--- src/rtl/ri_multicycle_ctrl_if.sv ---
// Control/datapath boundary of the multicycle controller: decode fields and ALU
// flags in, strobes, mux selects, state and retirement count out.
interface ri_multicycle_ctrl_if #(
  parameter int CNT_W = 32
);
  logic             run;
  logic [5:0]       opcode;
  logic [5:0]       funct;
  logic             zf;
  logic             of;
  logic             pc_write;
  logic [1:0]       pc_src;
  logic             ir_write;
  logic             reg_write;
  logic             mem_write;
  logic [2:0]       alu_op;
  logic             alu_srcb;
  logic             imm_sext;
  logic             rd_sel;
  logic             wb_sel;
  logic             ovf;
  logic             illegal;
  logic [2:0]       state;
  logic [CNT_W-1:0] instr_cnt;

  modport master (
    output run, opcode, funct, zf, of,
    input  pc_write, pc_src, ir_write, reg_write, mem_write, alu_op, alu_srcb,
           imm_sext, rd_sel, wb_sel, ovf, illegal, state, instr_cnt
  );

  modport slave (
    input  run, opcode, funct, zf, of,
    output pc_write, pc_src, ir_write, reg_write, mem_write, alu_op, alu_srcb,
           imm_sext, rd_sel, wb_sel, ovf, illegal, state, instr_cnt
  );
endinterface

--- src/rtl/ri_multicycle_ctrl.sv ---
// Moore-style multicycle controller (IF/ID/EX/MEM/WB) for a small MIPS-like
// subset, with overflow trapping on writeback and a retired-instruction counter.
module ri_multicycle_ctrl #(
  parameter int OVF_TRAP = 1,
  parameter int CNT_W    = 32
) (
  input logic                 clk,
  input logic                 rst,
  ri_multicycle_ctrl_if.slave bus
);

  typedef enum logic [2:0] {
    S_IF  = 3'd0,
    S_ID  = 3'd1,
    S_EX  = 3'd2,
    S_MEM = 3'd3,
    S_WB  = 3'd4
  } state_e;

  typedef enum logic [4:0] {
    K_ADD, K_SUB, K_AND, K_OR, K_XOR, K_NOR, K_SLTU, K_SLLV,
    K_ADDI, K_ANDI, K_ORI, K_XORI, K_SLTIU, K_LW, K_SW, K_BEQ, K_J, K_ILL
  } kind_e;

  function automatic kind_e decode(input logic [5:0] op, input logic [5:0] fn);
    kind_e k;
    k = K_ILL;
    case (op)
      6'b000000: begin
        case (fn)
          6'b100000: k = K_ADD;
          6'b100010: k = K_SUB;
          6'b100100: k = K_AND;
          6'b100101: k = K_OR;
          6'b100110: k = K_XOR;
          6'b100111: k = K_NOR;
          6'b101011: k = K_SLTU;
          6'b000100: k = K_SLLV;
          default:   k = K_ILL;
        endcase
      end
      6'b001000: k = K_ADDI;
      6'b001100: k = K_ANDI;
      6'b001101: k = K_ORI;
      6'b001110: k = K_XORI;
      6'b001011: k = K_SLTIU;
      6'b100011: k = K_LW;
      6'b101011: k = K_SW;
      6'b000100: k = K_BEQ;
      6'b000010: k = K_J;
      default:   k = K_ILL;
    endcase
    return k;
  endfunction

  state_e           state_q, state_d;
  logic             ovf_q, ovf_d;
  logic [CNT_W-1:0] cnt_q, cnt_d;
  logic [CNT_W-1:0] cnt_inc_s;
  kind_e            kind_s;
  logic             is_r_s;
  logic             pc_write_s, ir_write_s, reg_write_s, mem_write_s, illegal_s;
  logic [1:0]       pc_src_s;
  logic [2:0]       alu_op_s;
  logic             alu_srcb_s, imm_sext_s, rd_sel_s, wb_sel_s;

  assign kind_s    = decode(bus.opcode, bus.funct);
  assign is_r_s    = (bus.opcode == 6'b000000);
  assign cnt_inc_s = cnt_q + {{(CNT_W-1){1'b0}}, 1'b1};

  // Next state, counter/flag updates and Moore outputs
  always_comb begin
    state_d     = state_q;
    ovf_d       = ovf_q;
    cnt_d       = cnt_q;
    pc_write_s  = 1'b0;
    pc_src_s    = 2'b00;
    ir_write_s  = 1'b0;
    reg_write_s = 1'b0;
    mem_write_s = 1'b0;
    illegal_s   = 1'b0;
    alu_op_s    = 3'b000;
    alu_srcb_s  = 1'b0;
    imm_sext_s  = 1'b0;
    rd_sel_s    = 1'b0;
    wb_sel_s    = 1'b0;
    case (state_q)
      S_IF: begin
        if (bus.run) begin
          ir_write_s = 1'b1;
          pc_write_s = 1'b1;
          state_d    = S_ID;
        end else begin
          state_d = S_IF;
        end
      end
      S_ID: begin
        if (kind_s == K_ILL) begin
          illegal_s = 1'b1;
          state_d   = S_IF;
        end else if (kind_s == K_J) begin
          pc_write_s = 1'b1;
          pc_src_s   = 2'b10;
          state_d    = S_IF;
          cnt_d      = cnt_inc_s;
        end else begin
          state_d = S_EX;
        end
      end
      S_EX: begin
        case (kind_s)
          K_ADD:  alu_op_s = 3'b100;
          K_SUB:  alu_op_s = 3'b101;
          K_AND:  alu_op_s = 3'b000;
          K_OR:   alu_op_s = 3'b001;
          K_XOR:  alu_op_s = 3'b010;
          K_NOR:  alu_op_s = 3'b011;
          K_SLTU: alu_op_s = 3'b110;
          K_SLLV: alu_op_s = 3'b111;
          K_ADDI, K_LW, K_SW: begin
            alu_op_s   = 3'b100;
            imm_sext_s = 1'b1;
            alu_srcb_s = 1'b1;
          end
          K_SLTIU: begin
            alu_op_s   = 3'b110;
            imm_sext_s = 1'b1;
            alu_srcb_s = 1'b1;
          end
          K_ANDI: begin
            alu_op_s   = 3'b000;
            alu_srcb_s = 1'b1;
          end
          K_ORI: begin
            alu_op_s   = 3'b001;
            alu_srcb_s = 1'b1;
          end
          K_XORI: begin
            alu_op_s   = 3'b010;
            alu_srcb_s = 1'b1;
          end
          K_BEQ: begin
            alu_op_s   = 3'b101;
            pc_src_s   = 2'b01;
            pc_write_s = bus.zf;
          end
          default: alu_op_s = 3'b000;
        endcase
        // Only the signed arithmetic ops carry overflow forward; all others clear it
        ovf_d = (kind_s inside {K_ADD, K_SUB, K_ADDI}) ? bus.of : 1'b0;
        if (kind_s == K_BEQ) begin
          state_d = S_IF;
          cnt_d   = cnt_inc_s;
        end else if (kind_s inside {K_LW, K_SW}) begin
          state_d = S_MEM;
        end else begin
          state_d = S_WB;
        end
      end
      S_MEM: begin
        if (kind_s == K_SW) begin
          mem_write_s = 1'b1;
          state_d     = S_IF;
          cnt_d       = cnt_inc_s;
        end else begin
          state_d = S_WB;
        end
      end
      S_WB: begin
        reg_write_s = !((OVF_TRAP != 0) && ovf_q);
        rd_sel_s    = !is_r_s;
        wb_sel_s    = (kind_s == K_LW);
        state_d     = S_IF;
        cnt_d       = cnt_inc_s;
      end
      default: state_d = S_IF;
    endcase
  end

  // State, overflow flag and retirement counter registers
  always_ff @(posedge clk or negedge rst) begin
    if (!rst) begin
      state_q <= S_IF;
      ovf_q   <= 1'b0;
      cnt_q   <= '0;
    end else begin
      state_q <= state_d;
      ovf_q   <= ovf_d;
      cnt_q   <= cnt_d;
    end
  end

  // Strobes are masked directly by reset so they drop without waiting for a clock
  assign bus.pc_write  = pc_write_s & rst;
  assign bus.ir_write  = ir_write_s & rst;
  assign bus.reg_write = reg_write_s & rst;
  assign bus.mem_write = mem_write_s & rst;
  assign bus.illegal   = illegal_s & rst;
  assign bus.pc_src    = pc_src_s;
  assign bus.alu_op    = alu_op_s;
  assign bus.alu_srcb  = alu_srcb_s;
  assign bus.imm_sext  = imm_sext_s;
  assign bus.rd_sel    = rd_sel_s;
  assign bus.wb_sel    = wb_sel_s;
  assign bus.ovf       = ovf_q;
  assign bus.state     = state_q;
  assign bus.instr_cnt = cnt_q;

endmodule

--- src/flat_wrapper.sv ---
// flat-port wrapper written by rule: the top's interface ports become plain ports
module ri_multicycle_ctrl_flat 
#(
  parameter int OVF_TRAP = 1,
  parameter int CNT_W    = 32
)
  (clk, rst, bus_run, bus_opcode, bus_funct, bus_zf, bus_of, bus_pc_write, bus_pc_src, bus_ir_write, bus_reg_write, bus_mem_write, bus_alu_op, bus_alu_srcb, bus_imm_sext, bus_rd_sel, bus_wb_sel, bus_ovf, bus_illegal, bus_state, bus_instr_cnt);
  ri_multicycle_ctrl_if #(.CNT_W(CNT_W)) bus_i ();
  input logic clk;
  input logic rst;
  input wire logic [$bits(bus_i.run)-1:0] bus_run;
  input wire logic [$bits(bus_i.opcode)-1:0] bus_opcode;
  input wire logic [$bits(bus_i.funct)-1:0] bus_funct;
  input wire logic [$bits(bus_i.zf)-1:0] bus_zf;
  input wire logic [$bits(bus_i.of)-1:0] bus_of;
  output wire logic [$bits(bus_i.pc_write)-1:0] bus_pc_write;
  output wire logic [$bits(bus_i.pc_src)-1:0] bus_pc_src;
  output wire logic [$bits(bus_i.ir_write)-1:0] bus_ir_write;
  output wire logic [$bits(bus_i.reg_write)-1:0] bus_reg_write;
  output wire logic [$bits(bus_i.mem_write)-1:0] bus_mem_write;
  output wire logic [$bits(bus_i.alu_op)-1:0] bus_alu_op;
  output wire logic [$bits(bus_i.alu_srcb)-1:0] bus_alu_srcb;
  output wire logic [$bits(bus_i.imm_sext)-1:0] bus_imm_sext;
  output wire logic [$bits(bus_i.rd_sel)-1:0] bus_rd_sel;
  output wire logic [$bits(bus_i.wb_sel)-1:0] bus_wb_sel;
  output wire logic [$bits(bus_i.ovf)-1:0] bus_ovf;
  output wire logic [$bits(bus_i.illegal)-1:0] bus_illegal;
  output wire logic [$bits(bus_i.state)-1:0] bus_state;
  output wire logic [$bits(bus_i.instr_cnt)-1:0] bus_instr_cnt;
  assign bus_i.run = bus_run;
  assign bus_i.opcode = bus_opcode;
  assign bus_i.funct = bus_funct;
  assign bus_i.zf = bus_zf;
  assign bus_i.of = bus_of;
  assign bus_pc_write = bus_i.pc_write;
  assign bus_pc_src = bus_i.pc_src;
  assign bus_ir_write = bus_i.ir_write;
  assign bus_reg_write = bus_i.reg_write;
  assign bus_mem_write = bus_i.mem_write;
  assign bus_alu_op = bus_i.alu_op;
  assign bus_alu_srcb = bus_i.alu_srcb;
  assign bus_imm_sext = bus_i.imm_sext;
  assign bus_rd_sel = bus_i.rd_sel;
  assign bus_wb_sel = bus_i.wb_sel;
  assign bus_ovf = bus_i.ovf;
  assign bus_illegal = bus_i.illegal;
  assign bus_state = bus_i.state;
  assign bus_instr_cnt = bus_i.instr_cnt;
  ri_multicycle_ctrl #(.OVF_TRAP(OVF_TRAP), .CNT_W(CNT_W)) u_core (.clk(clk), .rst(rst), .bus(bus_i));
endmodule
--- config.mk ---
export PLATFORM = sky130hd
export DESIGN_NAME = ri_multicycle_ctrl_flat
export DESIGN_NICKNAME = d
export VERILOG_FILES = /design/src/rtl/ri_multicycle_ctrl_if.sv /design/src/rtl/ri_multicycle_ctrl.sv /design/src/flat_wrapper.sv
export SDC_FILE = /design/constraint.sdc
export NUM_CORES = 1
export LEC_CHECK = 0
export ABC_CLOCK_PERIOD_IN_PS = 3450
export CAP_MARGIN = 20
export CORE_UTILIZATION = 49
export CTS_CLUSTER_DIAMETER = 200
export DETAILED_ROUTE_END_ITERATION = 6
export GPL_TIMING_DRIVEN = 0
export PLACE_DENSITY = 0.78
export SYNTH_ARGS = -nofsm -noshare
export SYNTH_HDL_FRONTEND = slang
export SYNTH_SLANG_ARGS = --single-unit
--- constraint.sdc ---
create_clock -name clk -period 3.45 [get_ports clk]
set_input_delay 0.8625 -clock clk [delete_from_list [all_inputs] [get_ports clk]]
set_output_delay 0.8625 -clock clk [all_outputs]
set_load 0.01 [all_outputs]
# Word level (Yosys, flattened, before mapping)
# Index checks and enable logic that the tools add are counted.
totals:
  in_bits: 17
  output_inout_bits: 50
  register_bits: 36
  word_cells: 104
op_classes:
  n_reduce_logical: 16
  n_addsub: 1
  bitwise: 5
  mux: 38
  eq_ne: 41
ops:
  columns: ["op", "n"]
  rows:
  - ["$mux 32", 4]
  - ["$pmux 32 s4", 1]
  - ["$eq 6x6->1 const B", 9]
  - ["$pmux 5 s10", 1]
  - ["$eq 5x4->1 const B", 8]
  - ["$pmux 5 s8", 1]
  - ["$add 32x1->32 const B", 1]
  - ["$eq 6x4->1 const B", 5]
  - ["$pmux 3 s7", 1]
  - ["$eq 5x3->1 const B", 4]
  - ["$mux 1", 19]
  - ["$mux 3", 5]
  - ["$eq 6x3->1 const B", 2]
  - ["$pmux 3 s4", 1]
  - ["$eq 5x5->1 const B", 2]
  - ["$reduce_or 2->1", 4]
  - ["$reduce_or 4->1", 2]
  - ["$reduce_or 7->1", 1]
  - ["$eq 3x2->1 const B", 2]
  - ["$eq 6x2->1 const B", 1]
  - ["$logic_not 6->1", 1]
  - ["$mux 2", 3]
  - ["$ne 2x1->1 const B", 3]
  - ["$and 1x1->1", 5]
  - ["other kinds (14)", 15]

# Logic depth before layout (Yosys ltp)
depth:
  depth_word: 8
  depth_mapped: 7
  ltp_nobuf: 5

# Worst setup path before layout
# Ideal clock, no wire load.
synth_path:
  kind: "input -> output"
  start: "input port bus_opcode[1]"
  end: "output port bus_alu_op[0]"
  path_stages: 6
  required_ns: 2.588
  path_buffers: 1
  setup_slack_ns: 0.109
  arrival_time_ns: 2.478
  path_cell_list: "clkbuf_2 > or4_4 > a311oi_1 > nor3b_1 > o21ai_0 > a31oi_1"
synth_between:
  elab_chain_len: 6
  elab_cells_between_ends: 32
  classes_between: "eq/ne: 22; mux: 3; reduce/logical: 7"
synth_rtl:
  columns: ["element", "line", "text"]
  rows:
  - ["start, declared", "flat_wrapper.sv:12", "input wire logic [$bits(bus_i.opcode)-1:0] bus_opcode;"]
  - ["$eq 6x2->1, or another cell as far along", "ri_multicycle_ctrl.sv:28", "case (op)"]
  - ["$pmux 5 s10 (*)", "ri_multicycle_ctrl.sv:28", null]
  - ["$eq 5x4->1, or another cell as far along", "ri_multicycle_ctrl.sv:111", "case (kind_s)"]
  - ["$reduce_or 4->1 (no line) / $reduce_or 2->1 (equally long branches)", null, null]
  - ["$pmux 3 s7 (*)", "ri_multicycle_ctrl.sv:111", null]
  - ["$mux 3 (*)", "ri_multicycle_ctrl.sv:87", "case (state_q)"]
  - ["end, declared", "flat_wrapper.sv:21", "output wire logic [$bits(bus_i.alu_op)-1:0] bus_alu_op;"]
# Every way passes the cells marked *; elsewhere a longest branch is shown, timed or not.

# Worst setup path after layout
layout_path:
  start: "input port bus_funct[4]"
  end: "output port bus_alu_op[0]"
layout_between:
  elab_chain_len: 7
  elab_cells_between_ends: 31
  classes_between: "eq/ne: 21; mux: 4; reduce/logical: 6"
layout_rtl:
  columns: ["element", "line", "text"]
  rows:
  - ["start, declared", "flat_wrapper.sv:13", "input wire logic [$bits(bus_i.funct)-1:0] bus_funct;"]
  - ["$eq 6x3->1 / $eq 6x6->1 (equally long branches)", "ri_multicycle_ctrl.sv:30", "case (fn)"]
  - ["$pmux 5 s8 (*)", "ri_multicycle_ctrl.sv:30", null]
  - ["$pmux 5 s10 (*)", "ri_multicycle_ctrl.sv:28", null]
  - ["$eq 5x4->1, or another cell as far along", "ri_multicycle_ctrl.sv:111", null]
  - ["$reduce_or 4->1 (no line) / $reduce_or 2->1 (equally long branches)", null, null]
  - ["$pmux 3 s7 (*)", "ri_multicycle_ctrl.sv:111", null]
  - ["$mux 3 (*)", "ri_multicycle_ctrl.sv:87", null]
# Marks and branches as above.

==> results.cfg <==
[run_status]
run_status = finished, violations left
violations = setup timing

[yosys]
ys_types = 50
synth_fp_nets = 299
synthCells = 281
async_flop_share_pct = 100
synth_edf_count = 0
synth_seq_cells = 36
syn-cell-area_sq_um = 2480
avgSynthCellArea_sq_um = 8.82
ys_warn_count = 0
seq_area_frac_synth_pct = 36.4
synth_ff_type = dfrtp_1

[route]
firstDrtPassIters = 4
num_vias = 2629
wl_per_cell_um = 17.4
via_per_inst = 6.06
wl_mm = 7.57
drt_iter0_markers = 271
drc = 0
ant_nets = 0

[cts]
clk_pin_slew_ps = 80
tritoncts = yes
cts_max_level = 2
hold_buffers = 0
cts_made_buffers = 5
clockBufferDepth = 2
cts.sink_count = 36
cts_root_buf = clkbuf_8
clk_latency_ps = 290

[critical_path]
crit_path_start_kind = primary input
r2r-start = u_core.bus.state[0]
critPathKind = primary input to primary output
worst_setup_path_end_kind = primary output
crit_chain = clkdlybuf4s15_1 > or4_4 > a311oi_2 > nor3b_4 > buf_4 > o21ai_2 > a31oi_1 > buf_2
cpMaxStageDelayCell = or4_4
crit_buf_inv = 3
arrival_ps = 2690
crit_family = simple AND/OR/NAND/NOR gates
r2r_slack_ps = 1040
critical_path.max_stage_delay_ps = 450
rr_endpoint = u_core.bus.instr_cnt[24]
path_max_fanout = 4
required_ps = 2590
reg2regPathDepth = 5

[power]
p_comb_share_pct = 27.3
switchingPower_w = 0.000395
p_clk_share_pct = 31.9
fin_total_pwr_w = 0.00129
p_leak_nw = 1.29
p_int_w = 0.000890
powerDensity_nw_per_um2 = 366
power_frac_seq_pct = 40.7
switching_share_pct = 30.7
irDropWorstVdd_uv = 349

[placed_design]
dp.cells = 411
post-dp-hpwl_mm = 5.16
gp_congestion = 0.929
io_buffer_count = 63

[layout]
fin_cells = 434
num_antenna_cells = 0
fillCellCount = 380
area_growth_syn_to_layout_pct = 41.7
drive_gt1_share_pct = 16.9
final_common_cell = clkdlybuf4s50_1
final_cell_mix = clkdlybuf4s50_1 (47), dfrtp_1 (36), nor2_1 (18), buf_4 (17), xnor2_1 (17)
nets = 384

[die]
ios = 67
die_w_um = 73.1
rows = 25
die_area_sq_um = 5340
die_h_um = 73.1
core_area_sq_um = 4790
initial_core_util_pct = 51.8

[grt]
grt-ovfl-total = 0
grt_pass1_wl_mm = 11.8
antenna_found_initial = 0
grt_max_degree = 39
grt.total_usage_pct = 28.9
grt_pass1_vias = 2355

[timing]
tns_ps = -107
worstMarginPinSlew_ps = 834
worst_slack_ps = -106
finalMaxSlewViolations = 0
holdWs_ps = 490
finClkSkew_ps = 8.23
period_share_pct = 103
max_freq_mhz = 281
finalSetupViolations = 2
rsz0062_at_grt = true
final.min_clock_period_ps = 3560
final-hold-violation-count = 0
slew_headroom_pct = 44.0

[worst_hold_path]
hold_depth = 1
hold_end = u_core.bus.instr_cnt[29]
min_from = u_core.bus.instr_cnt[29]
hp-class = register to register

[flow_run]
maxCapViolCount = 0
-- repair_timing --
action	CTS	global route
cloned	0	0
buffers inserted	8	8
gates resized for setup	62	26
pin swaps	7	7
endpoints found under the setup margin	13	6
-- power groups by stage --
stage	combinational (W)	clock, W	sequential, W
final	0.000351	0.000411	0.000523
after global routing	0.000376	0.000431	0.000530
after CTS	0.000345	0.000416	0.000518
after detailed placement	0.000336	0	0.000524
after global placement	0.000332	0	0.000524
after floorplan	0.000152	0	0.000535
-- worst max path at each step --
stage | from | end | slack, ps | depth (start not counted)
6_report | bus_funct[4] | bus_alu_op[0] | -110 | 8
5_1_grt | bus_opcode[1] | bus_alu_op[0] | -150 | 8
4_1_cts | bus_funct[0] | bus_alu_op[0] | -30 | 8
3_5_place_dp | bus_opcode[2] | bus_alu_op[0] | -1050 | 8
3_3_place_gp | bus_opcode[2] | bus_alu_op[0] | -1100 | 8
2_1_floorplan | bus_opcode[1] | bus_alu_op[0] | 110 | 6
-- cell usage after synthesis (2+ instances only) --
master / number / share of area (%)
nand4b_1: 2 / 0.71
o21ai_0: 10 / 2.0
inv_1: 5 / 0.76
nand2_1: 14 / 2.1
nor2b_1: 7 / 1.8
a211oi_1: 8 / 2.4
and4_1: 8 / 2.8
nor3_1: 9 / 1.8
nand4_1: 9 / 2.3
nor3b_1: 3 / 0.91
nor2_1: 18 / 2.7
xor2_1: 15 / 5.3
or2_2: 3 / 0.76
o2111ai_1: 9 / 3.2
o211ai_1: 6 / 1.8
o32ai_1: 2 / 0.71
and3_1: 7 / 1.8
a31oi_1: 4 / 1.0
dfrtp_1: 36 / 36
or3_1: 4 / 1.0
o31ai_1: 2 / 0.61
o21bai_1: 3 / 0.91
xnor2_1: 17 / 6.0
nand2b_1: 4 / 1.0
clkbuf_1: 15 / 2.3
a21oi_1: 16 / 3.2
nand3_1: 12 / 2.4
nor4_1: 6 / 1.5
nand3b_1: 4 / 1.2
a41o_1: 2 / 0.81
and2_1: 2 / 0.50
-- through the flow --
step / cell area [sq um] / worst slack (ps) / util, %
3_5_place_dp: 3190 / -1050 / 66.6
6_report: 3510 / -106 / 73.3
3_3_place_gp: 3190 / -1100 / 66.7
4_1_cts: 3420 / -27.4 / 71.4
2_1_floorplan: 2480 / 109 / -
5_1_grt: 3510 / -146 / 73.3
-- worst reg2reg max path, cell delays in order (launching register included) --
cell and delay, ps:
dfrtp_1 460, clkbuf_1 250, nor3_1 730, clkbuf_1 440, o2111ai_1 230, xnor2_1 180
-- cells by family after synthesis --
kind of cell             synth area share, %
XOR/XNOR                                11.3
AND/OR/NAND/NOR                         27.8
adder cells (fa/ha/maj)                0.505
AO/OA/AOI/OAI                           19.8
flip-flops                              36.4
buffers and inverters                   3.74
multiplexers                           0.455
-- sequential cells by signal, summed over array words and instances, names as in the netlist --
register,flops
u_core.bus.state,3
u_core.bus.instr_cnt,32
u_core.bus.ovf,1
-- cell type report --
| class | count | area (sq um) | area share, % |
|---|---|---|---|
| inverters | 5 | 18.8 | 0.535 |
| clock buffers | 7 | 96.3 | 2.75 |
| well taps | 67 | 83.8 | 2.39 |
| clock inverters | 1 | 30.0 | 0.856 |
| multi-input cells | 222 | 1540 | 43.8 |
| flip-flops and latches | 36 | 901 | 25.7 |
| repair buffers | 79 | 724 | 20.6 |
| plain buffers | 17 | 119 | 3.39 |
-- layer usage --
metal  up-vias  global-route usage, %  wire length (um)
met5         -                      0                 0
met3        17                   5.66               558
li1       1233                      -                 -
met1      1261                   41.2              3500
met2       118                   44.1              3370
met4         0                   8.71               138
Power figures use the tool's default switching activity.
